--- src/rtl/mem_arbiter.sv ---
// mem_arbiter: shares one slow 128-bit line memory port between the I-cache and the D-cache.
//
// One cache is granted at a time. The granted request is captured into the registered mem_*
// outputs and held until mem_ready. The ready pulse is routed back to the granted side only.
// Sequence: StIdle -> StBusyI | StBusyD -> StRelease -> StIdle. The single StRelease cycle
// gives the cache FSM time to drop its request, so the same transaction is not issued twice.
//
// Build option (macro ARB_RR_EN):
//   defined   - round-robin selection; rr_last_q records the side granted last.
//   undefined - D has fixed priority. I is forced once STARVE_LIMIT consecutive D grants
//               have happened while I was waiting.
//
// Ports:
//   clk, rst_n                   clock; asynchronous active-low reset
//   I_read/I_write/I_addr/I_wdata I-cache request (read and write together forwards a write)
//   I_rdata, I_ready             I-cache response (I_rdata is mem_rdata; I_ready qualifies it)
//   D_*                          same set for the D-cache
//   mem_read/mem_write/mem_addr/mem_wdata  registered memory request
//   mem_rdata, mem_ready         memory response; mem_ready is a 1-cycle pulse
module mem_arbiter #(
  parameter int unsigned ADDR_W       = 28,
  parameter int unsigned DATA_W       = 128,
  parameter int unsigned STARVE_LIMIT = 4
) (
  input  logic              clk,
  input  logic              rst_n,
  input  logic              I_read,
  input  logic              I_write,
  input  logic [ADDR_W-1:0] I_addr,
  input  logic [DATA_W-1:0] I_wdata,
  output logic [DATA_W-1:0] I_rdata,
  output logic              I_ready,
  input  logic              D_read,
  input  logic              D_write,
  input  logic [ADDR_W-1:0] D_addr,
  input  logic [DATA_W-1:0] D_wdata,
  output logic [DATA_W-1:0] D_rdata,
  output logic              D_ready,
  output logic              mem_read,
  output logic              mem_write,
  output logic [ADDR_W-1:0] mem_addr,
  output logic [DATA_W-1:0] mem_wdata,
  input  logic [DATA_W-1:0] mem_rdata,
  input  logic              mem_ready
);

  typedef enum logic [1:0] {StIdle, StBusyI, StBusyD, StRelease} state_e;

  state_e              state_q, state_d;
  logic                mem_read_q, mem_read_d;
  logic                mem_write_q, mem_write_d;
  logic [ADDR_W-1:0]   mem_addr_q, mem_addr_d;
  logic [DATA_W-1:0]   mem_wdata_q, mem_wdata_d;

  logic req_i, req_d;
  logic grant_i, grant_d;

  assign req_i = I_read | I_write;
  assign req_d = D_read | D_write;

`ifdef ARB_RR_EN
  localparam logic SideI = 1'b0;
  localparam logic SideD = 1'b1;

  logic rr_last_q, rr_last_d;

  // When both sides request, the side not granted last wins.
  assign grant_d = req_d & (~req_i | (rr_last_q == SideI));
  assign grant_i = req_i & ~grant_d;

  always_comb begin
    rr_last_d = rr_last_q;
    if (state_q == StIdle) begin
      if (grant_d) begin
        rr_last_d = SideD;
      end else if (grant_i) begin
        rr_last_d = SideI;
      end
    end
  end

  always_ff @(posedge clk or negedge rst_n) begin
    if (!rst_n) begin
      rr_last_q <= SideI;
    end else begin
      rr_last_q <= rr_last_d;
    end
  end
`else
  localparam logic [3:0] StarveMax = 4'(STARVE_LIMIT);

  // Number of consecutive D grants made while I was waiting.
  logic [3:0] starve_q, starve_d;
  logic       force_i;

  assign force_i = req_i & (starve_q == StarveMax);
  assign grant_d = req_d & ~force_i;
  assign grant_i = req_i & ~grant_d;

  always_comb begin
    starve_d = starve_q;
    if (state_q == StIdle) begin
      if (grant_i) begin
        starve_d = '0;
      end else if (grant_d) begin
        if (!req_i) begin
          starve_d = '0;
        end else if (starve_q != StarveMax) begin
          starve_d = starve_q + 4'd1;
        end
      end
    end
  end

  always_ff @(posedge clk or negedge rst_n) begin
    if (!rst_n) begin
      starve_q <= '0;
    end else begin
      starve_q <= starve_d;
    end
  end
`endif

  always_comb begin
    state_d     = state_q;
    mem_read_d  = mem_read_q;
    mem_write_d = mem_write_q;
    mem_addr_d  = mem_addr_q;
    mem_wdata_d = mem_wdata_q;
    unique case (state_q)
      StIdle: begin
        // A simultaneous read+write is illegal; the write takes precedence.
        if (grant_d) begin
          state_d     = StBusyD;
          mem_write_d = D_write;
          mem_read_d  = D_read & ~D_write;
          mem_addr_d  = D_addr;
          mem_wdata_d = D_wdata;
        end else if (grant_i) begin
          state_d     = StBusyI;
          mem_write_d = I_write;
          mem_read_d  = I_read & ~I_write;
          mem_addr_d  = I_addr;
          mem_wdata_d = I_wdata;
        end
      end
      StBusyI, StBusyD: begin
        if (mem_ready) begin
          state_d     = StRelease;
          mem_read_d  = 1'b0;
          mem_write_d = 1'b0;
        end
      end
      StRelease: begin
        state_d = StIdle;
      end
      default: begin
        state_d = StIdle;
      end
    endcase
  end

  always_ff @(posedge clk or negedge rst_n) begin
    if (!rst_n) begin
      state_q     <= StIdle;
      mem_read_q  <= 1'b0;
      mem_write_q <= 1'b0;
      mem_addr_q  <= '0;
      mem_wdata_q <= '0;
    end else begin
      state_q     <= state_d;
      mem_read_q  <= mem_read_d;
      mem_write_q <= mem_write_d;
      mem_addr_q  <= mem_addr_d;
      mem_wdata_q <= mem_wdata_d;
    end
  end

  assign mem_read  = mem_read_q;
  assign mem_write = mem_write_q;
  assign mem_addr  = mem_addr_q;
  assign mem_wdata = mem_wdata_q;

  // mem_ready outside a busy state never reaches either cache.
  assign I_ready = (state_q == StBusyI) & mem_ready;
  assign D_ready = (state_q == StBusyD) & mem_ready;
  assign I_rdata = mem_rdata;
  assign D_rdata = mem_rdata;

endmodule

--- config.mk ---
export PLATFORM = sky130hd
export DESIGN_NAME = mem_arbiter
export DESIGN_NICKNAME = d
export VERILOG_FILES = /design/src/rtl/mem_arbiter.sv
export SDC_FILE = /design/constraint.sdc
export NUM_CORES = 1
export LEC_CHECK = 0
export ABC_CLOCK_PERIOD_IN_PS = 1850
export CORE_AREA = 2 2 333 335
export CTS_CLUSTER_SIZE = 16
export DETAILED_ROUTE_END_ITERATION = 6
export DIE_AREA = 0 0 335 337
export GPL_TIMING_DRIVEN = 0
export PLACE_DENSITY_LB_ADDON = 0.05
export SLEW_MARGIN = 5
export SYNTH_ARGS = -nofsm -noshare
export SYNTH_HDL_FRONTEND = slang
export SYNTH_SLANG_ARGS = --single-unit
--- constraint.sdc ---
create_clock -name clk -period 1.85 [get_ports clk]
set_input_delay 0.185 -clock clk [delete_from_list [all_inputs] [get_ports clk]]
set_output_delay 0.185 -clock clk [all_outputs]
set_load 0.005 [all_outputs]
# After elaboration in Yosys (flattened, before gate mapping)
# Cells that the tools add are included.
# word_totals
ff_bits,164
latch_bits,0
ramBits,0
rom_bits,0
in_bits,447
out_inout_bits,416
wordCells,55
n_memories,0
# op_classes
add_sub_neg,1
mul,0
n_div,0
magnitude_cmp,0
eq_ne,8
n_shift,0
muxes,19
n_bitwise,13
reduce_logical,8
# op_table
cell,count
$mux 128,2
$mux 28,2
$mux 4,4
$and 1x1->1,7
$mux 2,3
$pmux 2 s3,1
$reduce_and 3->1,2
$mux 1,5
$add 4x1->4 const B,1
$eq 2x2->1 const B,2
$eq 4x3->1 const B,1
$ne 4x3->1 const B,1
$not 1->1,4
$pmux 1 s2,2
$reduce_and 2->1,2
$reduce_bool 2->1,2
$ne 3x1->1 const B,1
$ne 3x3->1 const B,1
$eq 2x1->1 const B,1
$logic_not 2->1,1
$ne 2x2->1 const B,1
$or 1x1->1,2
$reduce_or 2->1,1

# Depth between registers and ports, before layout
# Gate-level depths: netlist (run 1).
# depth
depth_word,9
depth_mapped,9
depth_no_buf,6

# Worst setup path after synthesis (run 1)
# No wires, ideal clock.
# synth_path
kind,register to register
from,register state_q[0]
to,register state_q[1]
arrival_ns,1.632
slack_ns,0.100
path_stages_with_launch,8
synth_period_minus_slack_ns,1.750
cell_sequence,dfrtp_1 -> inv_1 -> ha_1 -> buf_2 -> or3b_2 -> o21ai_1 -> a21oi_1 -> a21o_1
# synth_between
elab_chain_len,4
# synth_lines
item,line,source
start: declaration,49,"state_e state_q, state_d;"
start signal: assignment,165,state_q <= StIdle;
start signal: assignment,171,state_q <= state_d;
$eq 2x1->1 / $eq 2x2->1 (equally long branches),130,unique case (state_q)
$reduce_or 2->1,130,
$ne 2x2->1 (no line),n/a,
$reduce_and 2->1 (no line),n/a,
# Parallel ways exist; a longest one is shown, timed or not.
# A chain may end at the register's enable or synchronous reset.

# Worst setup path after layout (run 1)
# layout_path
from,register starve_q[1]
to,register mem_wdata_q[37] (netlist: mem_wdata[37])
# layout_between
elab_chain_len,8
# layout_lines
item,line,source
start: declaration,93,"logic [3:0] starve_q, starve_d;"
start signal: assignment,119,starve_q <= starve_d;
$eq 4x3->1 (*),96,assign force_i = req_i & (starve_q == StarveMax);
$and 1x1->1 (*),96,
$not 1->1 (*),97,assign grant_d = req_d & ~force_i;
$and 1x1->1 (*),97,
$not 1->1,98,assign grant_i = req_i & ~grant_d;
$and 1x1->1,98,
$reduce_bool 2->1 (no line),n/a,
$reduce_and 2->1 (no line),n/a,
end signal: assignment,175,mem_wdata_q <= mem_wdata_d;
end: declaration,53,"logic [DATA_W-1:0] mem_wdata_q, mem_wdata_d;"
# Mark *: on every way between the ends. The rest lies on a longest branch, timed or not.

==> results of run 1 <==
==> synth_stat cells, types with 2 or more instances <==
| cell | n |
|---|---|
| buf_4 | 262 |
| dfrtp_1 | 164 |
| a21oi_1 | 159 |
| o22ai_1 | 157 |
| a211o_1 | 156 |
| o21ai_0 | 151 |
| clkbuf_1 | 54 |
| buf_2 | 49 |
| buf_6 | 13 |
| o21ai_1 | 13 |
| ha_1 | 6 |
| inv_1 | 6 |
| nand2_1 | 6 |
| and2_1 | 2 |
| nand2b_1 | 2 |
| nand3b_1 | 2 |
| nor2_1 | 2 |
| or2_1 | 2 |
==> worst reg2reg max path: stages, from the launching register on <==
cell      delay, ns
dfrtp_1        0.39
inv_2          0.06
ha_2           0.17
nand3b_1       0.13
buf_12         0.19
buf_12         0.16
buf_6          0.16
a211o_1        0.31
o21ai_0        0.08
a21oi_1        0.09
==> power by group through the flow <==
stage	clock (mW)	sequential, mW	combinational, mW
final	3.76	6.52	17.3
after global routing	4.15	6.75	18.9
after CTS	4.01	6.54	16.2
after detailed placement	0	6.57	15.3
after global placement	0	6.59	15.3
after floorplan	0	6.52	6.32
==> through the flow <==
step,utilization,area [um^2]
floorplan,-,10900
global placement,0.183,20100
detailed placement,0.183,20100
CTS,0.192,21000
global route,0.197,21600
finish,0.197,21600
==> layout make-up <==
cell class | count | area [um^2]
Fill cell | 12200 | 88000
Timing Repair Buffer | 757 | 7740
Multi-Input combinational cell | 674 | 4370
Sequential cell | 164 | 4100
Buffer | 378 | 3020
Tap cell | 1426 | 1780
Clock buffer | 20 | 457
Clock inverter | 12 | 97.6
Antenna cell | 10 | 25.0
Inverter | 6 | 22.5
==> state kept, by name, indices dropped and copies added, names as in the netlist <==
signal and flops:
mem_wdata 128, mem_addr 28, starve_q 4, state_q 2
mem_read 1, mem_write 1
==> cells by family (layout without fill, tap and decap cells) <==
kind of cell,count (synthesis),in the layout,synth area share
flops,164,164,0.375
other cells,0,10,0
simple gates,23,23,0.0122
compound gates,644,644,0.369
xor+xnor,1,1,0.000800
buf+inv,384,1173,0.236
fa+ha+maj,6,6,0.00686
==> repair_timing <==
| item | in CTS | in global routing |
|---|---|---|
| hold endpoints to repair | 83 | 0 |
| pin swaps | 3 | 113 |
| setup buffers | 6 | 3 |
| gates cloned | 0 | 12 |
| hold buffers | 1 | 0 |
| gates resized for setup | 126 | 175 |
| endpoints found under the setup margin | 167 | 164 |
==> how the worst min path moves through the flow <==
stage                     to  slack [ns]  cells past startpoint
4_1_cts         mem_addr[12]        0.28                      3
3_5_place_dp   mem_wdata[14]        0.31                      1
6_report        mem_addr[23]        0.30                      2
3_3_place_gp       mem_write        0.48                      2
5_1_grt        mem_wdata[55]        0.30                      3
2_1_floorplan    mem_addr[0]       -0.11                      0
==> layer usage <==
metal | track usage | vias to the layer above | share of wire
li1 | - | 5897 | -
met1 | 0.139 | 6116 | 0.36
met2 | 0.269 | 465 | 0.56
met3 | 0.0458 | 57 | 0.071
met4 | 0.0280 | 18 | 0.013
met5 | 0 | - | 0.0015
==> summary.txt, run 1 <==
CTS
  • Clock latency on the worst-skew pair: roughly 0.51 ns
  • CTS H-tree depth: 4
  • Root Buffer Master: clkbuf_16
  • Clock sinks: 164
  • CTS tree: yes
  • Worst-path clk slew: 0.08 ns
  • Clock tree buffer depth: 2
  • Cts bufs inserted: 17

Worst setup path
  • Crit path kind: reg2reg
  • CP Depth: 9
  • CP max stage cell: dfrtp_1
  • Critical path, cell by cell: inv_2 -> ha_2 -> nand3b_1 -> buf_12 -> buf_12 -> buf_6 -> a211o_1 -> o21ai_0 -> a21oi_1
  • End of the worst register-to-register path: mem_wdata[37]
  • CP top delay family: buffers and inverters
  • Startpoint class of the critical path: register
  • R2R Setup Slk: -0.008 ns
  • Worst setup EP type: register
  • Critical Path AT: 2.22 ns
  • RR Startpoint: starve_q[1]
  • R2R depth: 9
  • Crit path top cell by count: buf_12
  • Crit path max fanout: 10
  • Worst Path Required: around 2.2 ns
  • CP Launch Point: starve_q[1]
  • Largest stage delay, worst path: a little under 0.4 ns
  • Critical path endpoint: mem_wdata[37]
  • WP buf/inv: 4

Pwr
  • Sequential share of power: 0.236
  • Clk pwr share: 0.136
  • VDD IR max: 0.000605 V
  • P_int: around 16 mW
  • Share of total power in combinational logic: 0.628
  • Cell Pwr Density: 1280 nW/um^2
  • Sw Pwr: 11.4 mW
  • P_leak: ~8.4 nW
  • Switch share: 0.414
  • Total power: around 28 mW

STA
  • Max Fclk: 0.538 GHz
  • Post-route clock period utilization: 1.00
  • Min Tclk post-route: about 1.9 ns
  • Final setup vio count: 3
  • Layout Skew: 0.0254 ns
  • Worst Tran Pin Value: between 0.8 and 0.9 ns
  • Setup TNS: -0.0178 ns
  • Final Hold Fails: 0
  • Unrepaired setup endpoints after global routing: yes
  • Hold_ws: 0.299 ns
  • Worst Slack Setup Final: -0.00788 ns
  • Slew Limit Fails: 0
  • Slew Limit Headroom: 0.443

Finish
  • Nets: 2,451
  • Most frequent cells in the layout: clkdlybuf4s50_1 (730), buf_4 (276), dfrtp_1 (164), o22ai_1 (157), a211o_1 (154)
  • Commonest non-fill, non-tap cell in the layout: clkdlybuf4s50_1
  • Synthesis-to-layout area growth: 97.6%
  • Final Non-Filler Cells: roughly 3.4k
  • Fraction of layout cells with a size suffix above 1: 0.226

Synth
  • Async SR Flop Fraction: 1.00
  • Average cell area after synthesis: 8.96 um^2
  • Mapped Nets: ~1.7k
  • Area of the mapped netlist: 10,900 um^2
  • Synth unique cells: 34
  • Commonest register cell after synthesis: dfrtp_1
  • Synthesis-stage register bit count: 164
  • Post-synth top area share: 0.375
  • Sequential area share after synthesis: 0.375
  • Mapped Cells: 1,222
  • EDFF count, synth: 0
  • Post-synth top area cell: dfrtp_1
  • Synth top area cells: dfrtp_1 (37%), buf_4 (18%), a211o_1 (12%)
  • Syn. warnings: 0

Run status
  • Failing checks: negative setup slack
  • Status: complete, but fails checks

Placed design
  • Place WS: -1.08 ns
  • GP Congestion: roughly 0.74
  • HPWL Detailed: between 60 and 70 mm
  • PortBufs: 734
  • Cells after DPL: ~3.4k

Drt
  • TritonRoute pass-1 iters: 5
  • DRC viols: 0
  • DR WL/cell: ~24 um
  • DRT Wirelength: 82.8 mm
  • 1st-iter DRT viols: roughly 540
  • ANT nets after route: 0
  • Via density per instance: about 3.6
  • Vias: between 10k and 15k

Die
  • Core area: 110,000 um^2
  • Die span in y: about 340 um
  • Die width: about 340 um
  • IO Pins: around 860
  • Starting density of the core: 0.0999
  • Num rows: 122
  • Die ar.: 113,000 um^2

GRT
  • Initial antenna violation count: 20
  • Overflow left after global routing: 0
  • First-pass GRT wire length: ~110 mm
  • Vias in the first global route: roughly 13k
  • GRT Util Overall: 0.137
  • Largest net degree at the start of global routing: 85

Flow run
  • Max Cap Viol: 0

Min path
  • Worst Hold Class: in2async
No activity file was read; power rests on OpenSTA's default activity.
==> inputs of run 2 (changes only) <==
--- a/constraint.sdc
+++ b/constraint.sdc
@@ -3,2 +3,2 @@
 set_output_delay 0.185 -clock clk [all_outputs]
-set_load 0.005 [all_outputs]
+set_load 0.02 [all_outputs]
==> run 2 against run 1 <==
Effect of this change: the flow still finishes with violations (negative setup slack); die area stayed put; sequential power hardly changed; hold slack worse by 0.0076 ns; count of clock-buffer cells in the layout unchanged; power increased by 8.8%; critical path depth unchanged; global-route usage is essentially flat; core utilization is 0.074 points higher; cell area grew 0.38%; maximum frequency about the same; clock power about the same; via count rose by 0.11%.
==> summary.txt, run 2 (synthesized netlist as in run 1, its figures left out) <==
Placed design
  • PortBufs: 734 (unchanged)
  • GP Congestion: 0.741 (unchanged)
  • DP Area: 20,100 um^2 (unchanged)
  • HPWL Detailed: 65.2 mm (unchanged)
  • Place WS: -1.08 ns (unchanged)
  • Cells after DPL: 3,383 (unchanged)

Finish
  • Nets: 2,453 (+0.082%)
  • Final instance area: 21,700 um^2 (+0.38%)
  • Final Non-Filler Cells: 3,449 (+0.058%)
  • Fraction of layout cells with a size suffix above 1: 0.229 (+0.00226)
  • Most frequent cells in the layout: clkdlybuf4s50_1 (718), buf_4 (289), dfrtp_1 (164), o22ai_1 (157), a211o_1 (154)
  • Synthesis-to-layout area growth: 98.4%
  • Commonest non-fill, non-tap cell in the layout: clkdlybuf4s50_1
  • Max reg flops: 128 (unchanged)

Die
  • Num rows: 122 (unchanged)
  • Die span in y: 337 um (unchanged)
  • Starting density of the core: 0.0999 (unchanged)
  • Die width: 335 um (unchanged)
  • Die ar.: 113,000 um^2 (unchanged)
  • Core area: 110,000 um^2 (unchanged)
  • IO Pins: 863 (unchanged)

Drt
  • Vias: 12.6k (+0.11%)
  • Via density per instance: 3.64 (about the same)
  • ANT nets after route: 0 (unchanged)
  • DR WL/cell: 23.8 um (-1.1%)
  • DRC viols: 0 (unchanged)
  • 1st-iter DRT viols: 539 (-0.37%)
  • DRT Wirelength: 82.0 mm (-1.0%)
  • TritonRoute pass-1 iters: 5 (unchanged)

STA
  • Post-route clock period utilization: 1.00 (about the same)
  • Unrepaired setup endpoints after global routing: yes
  • Max Fclk: 0.538 GHz (about the same)
  • Layout Skew: 0.0229 ns (-0.00258 ns)
  • Slew Limit Fails: 0 (unchanged)
  • Setup TNS: -0.0200 ns (-0.00221 ns)
  • Slew Limit Headroom: 0.444 (about the same)
  • Final Hold Fails: 0 (unchanged)
  • Worst Tran Pin Value: 0.835 ns (-0.000106 ns)
  • Min Tclk post-route: 1.86 ns (+0.000772 ns)
  • Worst Slack Setup Final: -0.00865 ns (-0.000772 ns)
  • Final setup vio count: 3 (unchanged)

Min path
  • Worst Hold Class: in2async

Run status
  • Failing checks: negative setup slack
  • Status: complete, but fails checks

GRT
  • Initial antenna violation count: 18 (-10%)
  • GRT Util Overall: 0.138 (+0.000491)
  • First-pass GRT wire length: 108 mm (+0.29%)
  • Vias in the first global route: 13.2k (+0.28%)
  • Largest net degree at the start of global routing: 85 (unchanged)
  • Overflow left after global routing: 0 (unchanged)

CTS
  • Clock tree buffer depth: 2 (unchanged)
  • Clock latency on the worst-skew pair: 0.51 ns (about the same)
  • Root Buffer Master: clkbuf_16
  • CTS tree: yes
  • Clock sinks: 164 (unchanged)
  • Cts bufs inserted: 17 (unchanged)
  • CTS H-tree depth: 4 (unchanged)
  • Worst-path clk slew: 0.09 ns (about the same)

Worst setup path
  • Startpoint class of the critical path: register
  • Crit path max fanout: 10 (unchanged)
  • Crit path kind: reg2reg
  • Critical Path AT: 2.25 ns (+0.03 ns)
  • Worst Path Required: 2.24 ns (+0.03 ns)
  • Worst setup EP type: register

Pwr
  • Cell Pwr Density: 1390 nW/um^2 (+8.4%)
  • P_leak: 8.44 nW (+0.80%)
  • VDD IR max: 0.000602 V (-0.46%)

Flow run
  • Max Cap Viol: 0 (unchanged)
-- run 2: path summary, 6_finish.rpt --
path | startpoint | end | slack (ns) | cells after the start
worst min register to register | mem_write | mem_write | 0.49 | 2
worst max-delay path | starve_q[1] | mem_wdata[49] | -0.009 | 9
worst max register to register | starve_q[1] | mem_wdata[49] | -0.009 | 9
max in group asynchronous | rst_n | mem_wdata[74] | 0.46 | 3
worst min-delay path | rst_n | mem_addr[23] | 0.29 | 2
min in group clk | D_addr[20] | mem_addr[20] | 0.33 | 3
-- run 2: metal layers --
layer	vias up	global-route usage	wire, um
met4	18	0.0286	1120
met5	-	0	117
met2	473	0.270	45700
met1	6117	0.140	29100
li1	5900	-	-
met3	59	0.0461	5890
-- run 2: per-stage QoR --
| step | hold slack (ns) | utilization | total power [mW] |
|---|---|---|---|
| floorplan | -0.111 | - | 15.1 |
| global placement | 0.476 | 0.183 | 24.3 |
| detailed placement | 0.306 | 0.183 | 24.2 |
| CTS | 0.285 | 0.193 | 29.3 |
| global route | 0.302 | 0.198 | 32.2 |
| finish | 0.291 | 0.198 | 30.1 |
-- run 2: report_power, final --
part	total (mW)	internal (mW)	switching [mW]
Combinational	19.8	9.11	10.7
Clock	3.76	1.81	1.95
Sequential	6.51	5.42	1.09
-- run 2: cell type report --
class,count,area [um^2]
antenna,10,25.0
buffer,378,3070
clock buffer,20,457
clock inverter,12,97.6
fill,12200,87900
inverter,6,22.5
multi-input combinational,674,4380
sequential,164,4100
tap,1426,1780
timing repair buffer,759,7770
-- run 2: repair_timing --
action,in CTS,in global routing
gates cloned,1,10
buffers inserted,8,4
pin swaps,3,162
hold buffers,1,0
endpoints found under the hold margin,83,0
resized for setup,158,212
endpoints found under the setup margin,178,166
-- run 2: worst max-delay path: stages (launching register included) --
cell and delay (ns):
dfrtp_1 0.39, inv_2 0.06, ha_2 0.17, nand3b_1 0.11, buf_8 0.19, clkbuf_16 0.20
buf_12 0.16, a211o_1 0.29, o21ai_1 0.08, a21oi_1 0.08
